--- src/rtl/gray_wptr_full.sv ---
// Write-side pointer and full/level logic for an asynchronous FIFO.
// Keeps the binary/Gray write pointer and synchronises the foreign read pointer.
module gray_wptr_full #(
  parameter int ADDR_W      = 4,
  parameter int SYNC_STAGES = 2
) (
  input  logic              clk,
  input  logic              rst_n,
  input  logic              wr_en,
  input  logic [ADDR_W:0]   rd_gray_async,
  output logic [ADDR_W-1:0] wr_addr,
  output logic [ADDR_W:0]   wr_gray,
  output logic              full,
  output logic [ADDR_W:0]   level,
  output logic              overflow
);

  localparam int PW = ADDR_W + 1;

  // Full means the pointers differ only in the wrap bit: in Gray code that
  // is the top two bits inverted and the rest equal.
  localparam logic [PW-1:0] FULL_MASK = PW'(3) << (ADDR_W - 1);

  logic [PW-1:0] wr_bin;
  logic [PW-1:0] wr_bin_next;
  logic [PW-1:0] wr_gray_next;
  logic [PW-1:0] rq_gray;
  logic [PW-1:0] rq_bin;
  logic [PW-1:0] sync_q [SYNC_STAGES];
  logic          push;

  assign push         = wr_en & ~full;
  assign wr_bin_next  = wr_bin + PW'(push);
  assign wr_gray_next = wr_bin_next ^ (wr_bin_next >> 1);
  assign rq_gray      = sync_q[SYNC_STAGES-1];
  assign wr_addr      = wr_bin[ADDR_W-1:0];

  always_comb begin
    rq_bin = '0;
    for (int i = 0; i < PW; i++) begin
      rq_bin[i] = ^(rq_gray >> i);
    end
  end

  always_ff @(posedge clk or negedge rst_n) begin
    if (!rst_n) begin
      for (int i = 0; i < SYNC_STAGES; i++) begin
        sync_q[i] <= '0;
      end
    end else begin
      sync_q[0] <= rd_gray_async;
      for (int i = 1; i < SYNC_STAGES; i++) begin
        sync_q[i] <= sync_q[i-1];
      end
    end
  end

  always_ff @(posedge clk or negedge rst_n) begin
    if (!rst_n) begin
      wr_bin   <= '0;
      wr_gray  <= '0;
      full     <= 1'b0;
      level    <= '0;
      overflow <= 1'b0;
    end else begin
      wr_bin   <= wr_bin_next;
      wr_gray  <= wr_gray_next;
      full     <= (wr_gray_next == (rq_gray ^ FULL_MASK));
      level    <= wr_bin_next - rq_bin;
      overflow <= wr_en & full;
    end
  end

endmodule

--- config.mk ---
export PLATFORM = sky130hd
export DESIGN_NAME = gray_wptr_full
export DESIGN_NICKNAME = d
export VERILOG_FILES = /design/src/rtl/gray_wptr_full.sv
export SDC_FILE = /design/constraint.sdc
export NUM_CORES = 1
export LEC_CHECK = 0
export CAP_MARGIN = 20
export CORE_MARGIN = 3
export CORE_UTILIZATION = 45
export DETAILED_ROUTE_END_ITERATION = 6
export GPL_ROUTABILITY_DRIVEN = 0
export PLACE_DENSITY = 0.77
export SKIP_CTS_REPAIR_TIMING = 1
export SLEW_MARGIN = 10
export SYNTH_ARGS = -nofsm -noshare
export SYNTH_HDL_FRONTEND = slang
export SYNTH_SLANG_ARGS = --single-unit
export TNS_END_PERCENT = 10
--- constraint.sdc ---
create_clock -name clk -period 2.4 [get_ports clk]
set_input_delay 0.6 -clock clk [delete_from_list [all_inputs] [get_ports clk]]
set_output_delay 0.6 -clock clk [all_outputs]
set_load 0.005 [all_outputs]
# Word-level counts from Yosys, hierarchy flattened
# Index checks and enable logic that the tools add are counted.
[word_totals] ff_bits=27 input_bits=8 out_inout_bits=16 elab_cells=20
[classes] add_sub_neg=2 eq_ne=1 bitwise_logic=5 n_reduce_logical=5
[op_table] operator="$reduce_xor A5 Y1" count=5
[op_table] operator="$add A5 B1 Y5" count=1
[op_table] operator="$eq A5 B5 Y1" count=1
[op_table] operator="$sub A5 B5 Y5" count=1
[op_table] operator="$xor A5 B4 Y5" count=1
[op_table] operator="$and A1 B1 Y1" count=2
[op_table] operator="$not A2 Y2" count=1
[op_table] operator="$not A1 Y1" count=1

# Depth between registers and ports, before layout
[logic_depth] word_depth=5 depth_mapped=9 depth_no_buf=9

# Worst setup path after synthesis
# OpenSTA, ideal clock, no wires.
[synth_path] path_kind="input to register" from="in wr_en" to="reg level[4]" setup_time_ns=0.135 arrival_time_ns=2.498 t_required_ns=2.265 slack_ns=-0.233 cell_stages=8 n_path_buf=0 cell_sequence="nor2b_1 ha_1 ha_1 inv_1 fa_1 or3_1 a32oi_1 o22ai_1"
[synth_via] elab_chain_cells=3
[synth_lines] item="start, declared" line_no="9" rtl="input logic wr_en,"
[synth_lines] item="$and A1 B1 Y1" line_no="32" rtl="assign push = wr_en & ~full;"
[synth_lines] item="$add A5 B1 Y5" line_no="33" rtl="assign wr_bin_next = wr_bin + PW'(push);"
[synth_lines] item="via wr_bin_next[1]" line_no="25" rtl="logic [PW-1:0] wr_bin_next;"
[synth_lines] item="$sub A5 B5 Y5" line_no="69" rtl="level <= wr_bin_next - rq_bin;"
[synth_lines] item="end signal, assigned" line_no="69"
[synth_lines] item="end, declared" line_no="14" rtl="output logic [ADDR_W:0] level,"
# The timed path passes the listed nets, and every way through them passes these cells.

# Worst setup path in the final report
[layout_path] from="reg sync_q, in the netlist rq_gray[3]" to="reg level[4]"
[layout_via] elab_chain_cells=2 elab_cells_between_ends=5 classes_between="add/sub: 1; reduce/logical: 4"
[layout_lines] item="start, declared" line_no="29" rtl="logic [PW-1:0] sync_q [SYNC_STAGES];"
[layout_lines] item="start signal, assigned by index" line_no="53" rtl="sync_q[i] <= sync_q[i-1];"
[layout_lines] item="$reduce_xor A5 Y1" line_no="41" rtl="rq_bin[i] = ^(rq_gray >> i);"
[layout_lines] item="$sub A5 B5 Y5 (*)" line_no="69"
# Mark *: on every way between the ends. The rest lies on a longest branch, timed or not.

==> flow_summary.json <==
{
  "synth_top_area_share_pct": 55.0,
  "post-route-min-period_ps": 2430,
  "vias_per_cell": 5.06,
  "worstPathMaxFanout": 2,
  "netlist_top_cells_area": "dfrtp_1 (55%), xnor2_1 (6.7%), xor2_1 (6.7%)",
  "final_util_pct": 72.7,
  "internal_power_w": 0.00158,
  "routed-wl-met2_um": 1200,
  "skew_ps": 9.40,
  "synth_seq_area_share_pct": 55.0,
  "finalSetupViolations": 1,
  "critPathLaunchType": "register",
  "critical_path_cell_by_cell": "xnor3_2 -> xor2_2 -> xnor2_2 -> ha_4 -> fa_2 -> or3_1 -> a32oi_1 -> o22ai_1",
  "detail_route.first_pass.iterations": 2,
  "ff_latch_area_um2": 651,
  "failed_checks": "setup timing",
  "worstPathArrival_ps": 2640,
  "maxClockFrequency_mhz": 411,
  "mappedNetlistNets": 101,
  "crit_path_top_delay_cell": "dfrtp_1",
  "hold_slack_ps": 363,
  "num_antenna_cells": 0,
  "clockBufferDepth": 2,
  "ir_worst_vdd_uv": 1020,
  "port_buffers": 23,
  "pwr-share-comb_pct": 62.5,
  "end_kind": "register",
  "switching_power_w": 0.000877,
  "netlist.top_cell.by_area": "dfrtp_1",
  "tritoncts_num_sinks": 26,
  "postSynthRegisterBits": 26,
  "critical_path_class": "register to register",
  "most_frequent_cells_in_the_layout": "dfrtp_1 (26), clkdlybuf4s50_1 (22), buf_4 (21)",
  "hold_viol_final": 0,
  "numCtsBuffers": 3,
  "floorplan.die.height_um": 57.3,
  "route.detailed.wl_per_inst_um": 14.6,
  "reg2reg_depth": 8,
  "floorplan_die_area_um2": 3280,
  "grt.total_usage_pct": 16.2,
  "yosys_warnings": 0,
  "cts_tree": "yes",
  "global_route.overflow_total": 0,
  "startpoint_of_the_worst_slack_reg_to_reg_timing_path": "rq_gray[3]",
  "floorplan.core_area_um2": 2340,
  "grt_start_max_net_pins": 27,
  "hold_depth": 0,
  "floorplan.rows": 17,
  "post_synth_inst_count": 87,
  "met3WireLength_um": 93,
  "drv.max_cap_violation_count": 0,
  "critical_path_required_ps": 2610,
  "timing.critical_path.slowest_cell_delay_ps": 430,
  "pwr_density_cell_nw_per_um2": 1440,
  "power_frac_clock_pct": 8.9,
  "post_synth_instance_area_um2": 1180,
  "min-delay-start": "sync_q[9]",
  "wl_um": 2360,
  "layout-area-overhead-vs-synth_pct": 43.9,
  "syn_avg_cell_area_um2": 13.6,
  "finalWorstSetupSlack_ps": -33.4,
  "first_global_vias": 900,
  "combined_area_of_the_multi_input_logic_cells_um2": 552,
  "clock-root-buffer": "clkbuf_4",
  "cts-htree-levels": 1,
  "drive_gt1_share_pct": 29.1,
  "drt_iter0_drc": 9,
  "grt_pass1_wl_um": 4000,
  "clock_transition_at_the_register_clock_pins_on_the_worst_setup_and_hold_paths_after_cts_ps": 140,
  "grt_setup_unrepaired": "yes",
  "route.vias.total": 819,
  "setup-tns-final_ps": -33.4,
  "leakage_nw": 0.796,
  "insertion_delay_ps": 320,
  "mostFrequentLayoutCell": "dfrtp_1",
  "fp.dieW_um": 57.3,
  "maxSlewHeadroom_pct": 76.8,
  "start_util_pct": 50.5,
  "boundaryPins": 24,
  "worst_setup_path_startpoint": "rq_gray[3]",
  "met1Wirelength_um": 1010,
  "sequentialPowerShare_pct": 28.6,
  "drcViolationCount": 0,
  "route.top_layer_used": "met4",
  "finalMaxSlewViolations": 0,
  "power.total_w": 0.00246,
  "status": "finished, violations left",
  "worst_slew_pin_slew_ps": 347,
  "synth_cell_type_count": 25,
  "antenna_violations_before_repair": 0,
  "worstHoldPathType": "register to register",
  "power_switching_share_pct": 35.7,
  "layout.nets": 149,
  "timing.final.crit_share_pct": 101,
  "place_hpwl_um": 1840,
  "layout.filler_cells": 166,
  "ant_nets": 0
}
[area by class of cell]
cell class,count,area share [%]
clock buffers,4,2.13
inverters,10,2.21
multi-input cells,50,32.4
flip-flops and latches,26,38.2
well taps,28,2.06
repair buffers,44,22.9
[flip-flops by register name (all words and copies together) (netlist names)]
name / flops
sync_q: 5
overflow: 1
full: 1
rq_gray: 5
wr_bin: 5
wr_gray: 4
level: 5
[logic make-up after synthesis]
group / synth area share (%)
DFF: 55.0
AOI/OAI and AO/OA: 7.09
adders and majority gates: 6.98
and+or+nand+nor: 6.03
buffers and inverters: 3.49
xor gates and xnor gates: 21.4
[synthesized netlist by cell type, drive strengths merged]
master	n
o211ai	1
o22ai	1
or3	2
nor2b	2
nand3	3
xor2	9
xnor3	3
xnor2	10
dfrtp	26
o2bb2ai	1
and3	1
and3b	1
buf	1
a21boi	1
and2	1
ha	5
nand2	2
a2111oi	1
inv	10
a21o	1
fa	1
a221oi	2
o21ai	1
a32oi	1
[worst max-delay path: cells and delay by family, from the launching register on]
kind,cells,cell delay [ps]
and+or+nand+nor,1,330
DFF,1,430
xor gates and xnor gates,3,740
AOI/OAI and AO/OA,2,320
adders and majority gates,2,500
[final timing paths]
kind,slack (ps),endpoint
max,-30,level[4]
min,360,rq_gray[4]
max reg2reg,-30,level[4]
min reg2reg,360,rq_gray[4]
max in group asynchronous,1530,wr_gray[0]
min in group asynchronous,620,wr_bin[1]
[routing by layer]
metal	up-vias	GRT usage, %
met2	22	28.2
met5	-	0
met1	409	18.9
met4	0	7.62
li1	381	-
met3	7	3.62
[power groups by stage]
stage               sequential (W)  combinational, W  clock [W]
CTS                       0.000703           0.00149   0.000225
global placement          0.000707           0.00141          0
floorplan                 0.000705          0.000776          0
detailed placement        0.000714           0.00147          0
global route              0.000723           0.00169   0.000239
finish                    0.000703           0.00153   0.000219
[stage by stage]
| step | instances | setup WS [ps] | cell area [um^2] |
|---|---|---|---|
| after floorplan | 87 | -69.2 | 1210 |
| after global placement | 157 | -385 | 1620 |
| after detailed placement | 157 | -455 | 1620 |
| after CTS | 161 | -111 | 1660 |
| after global routing | 162 | -116 | 1700 |
| final | 162 | -33.4 | 1700 |
Note: power is estimated with default switching activity, not from simulation.
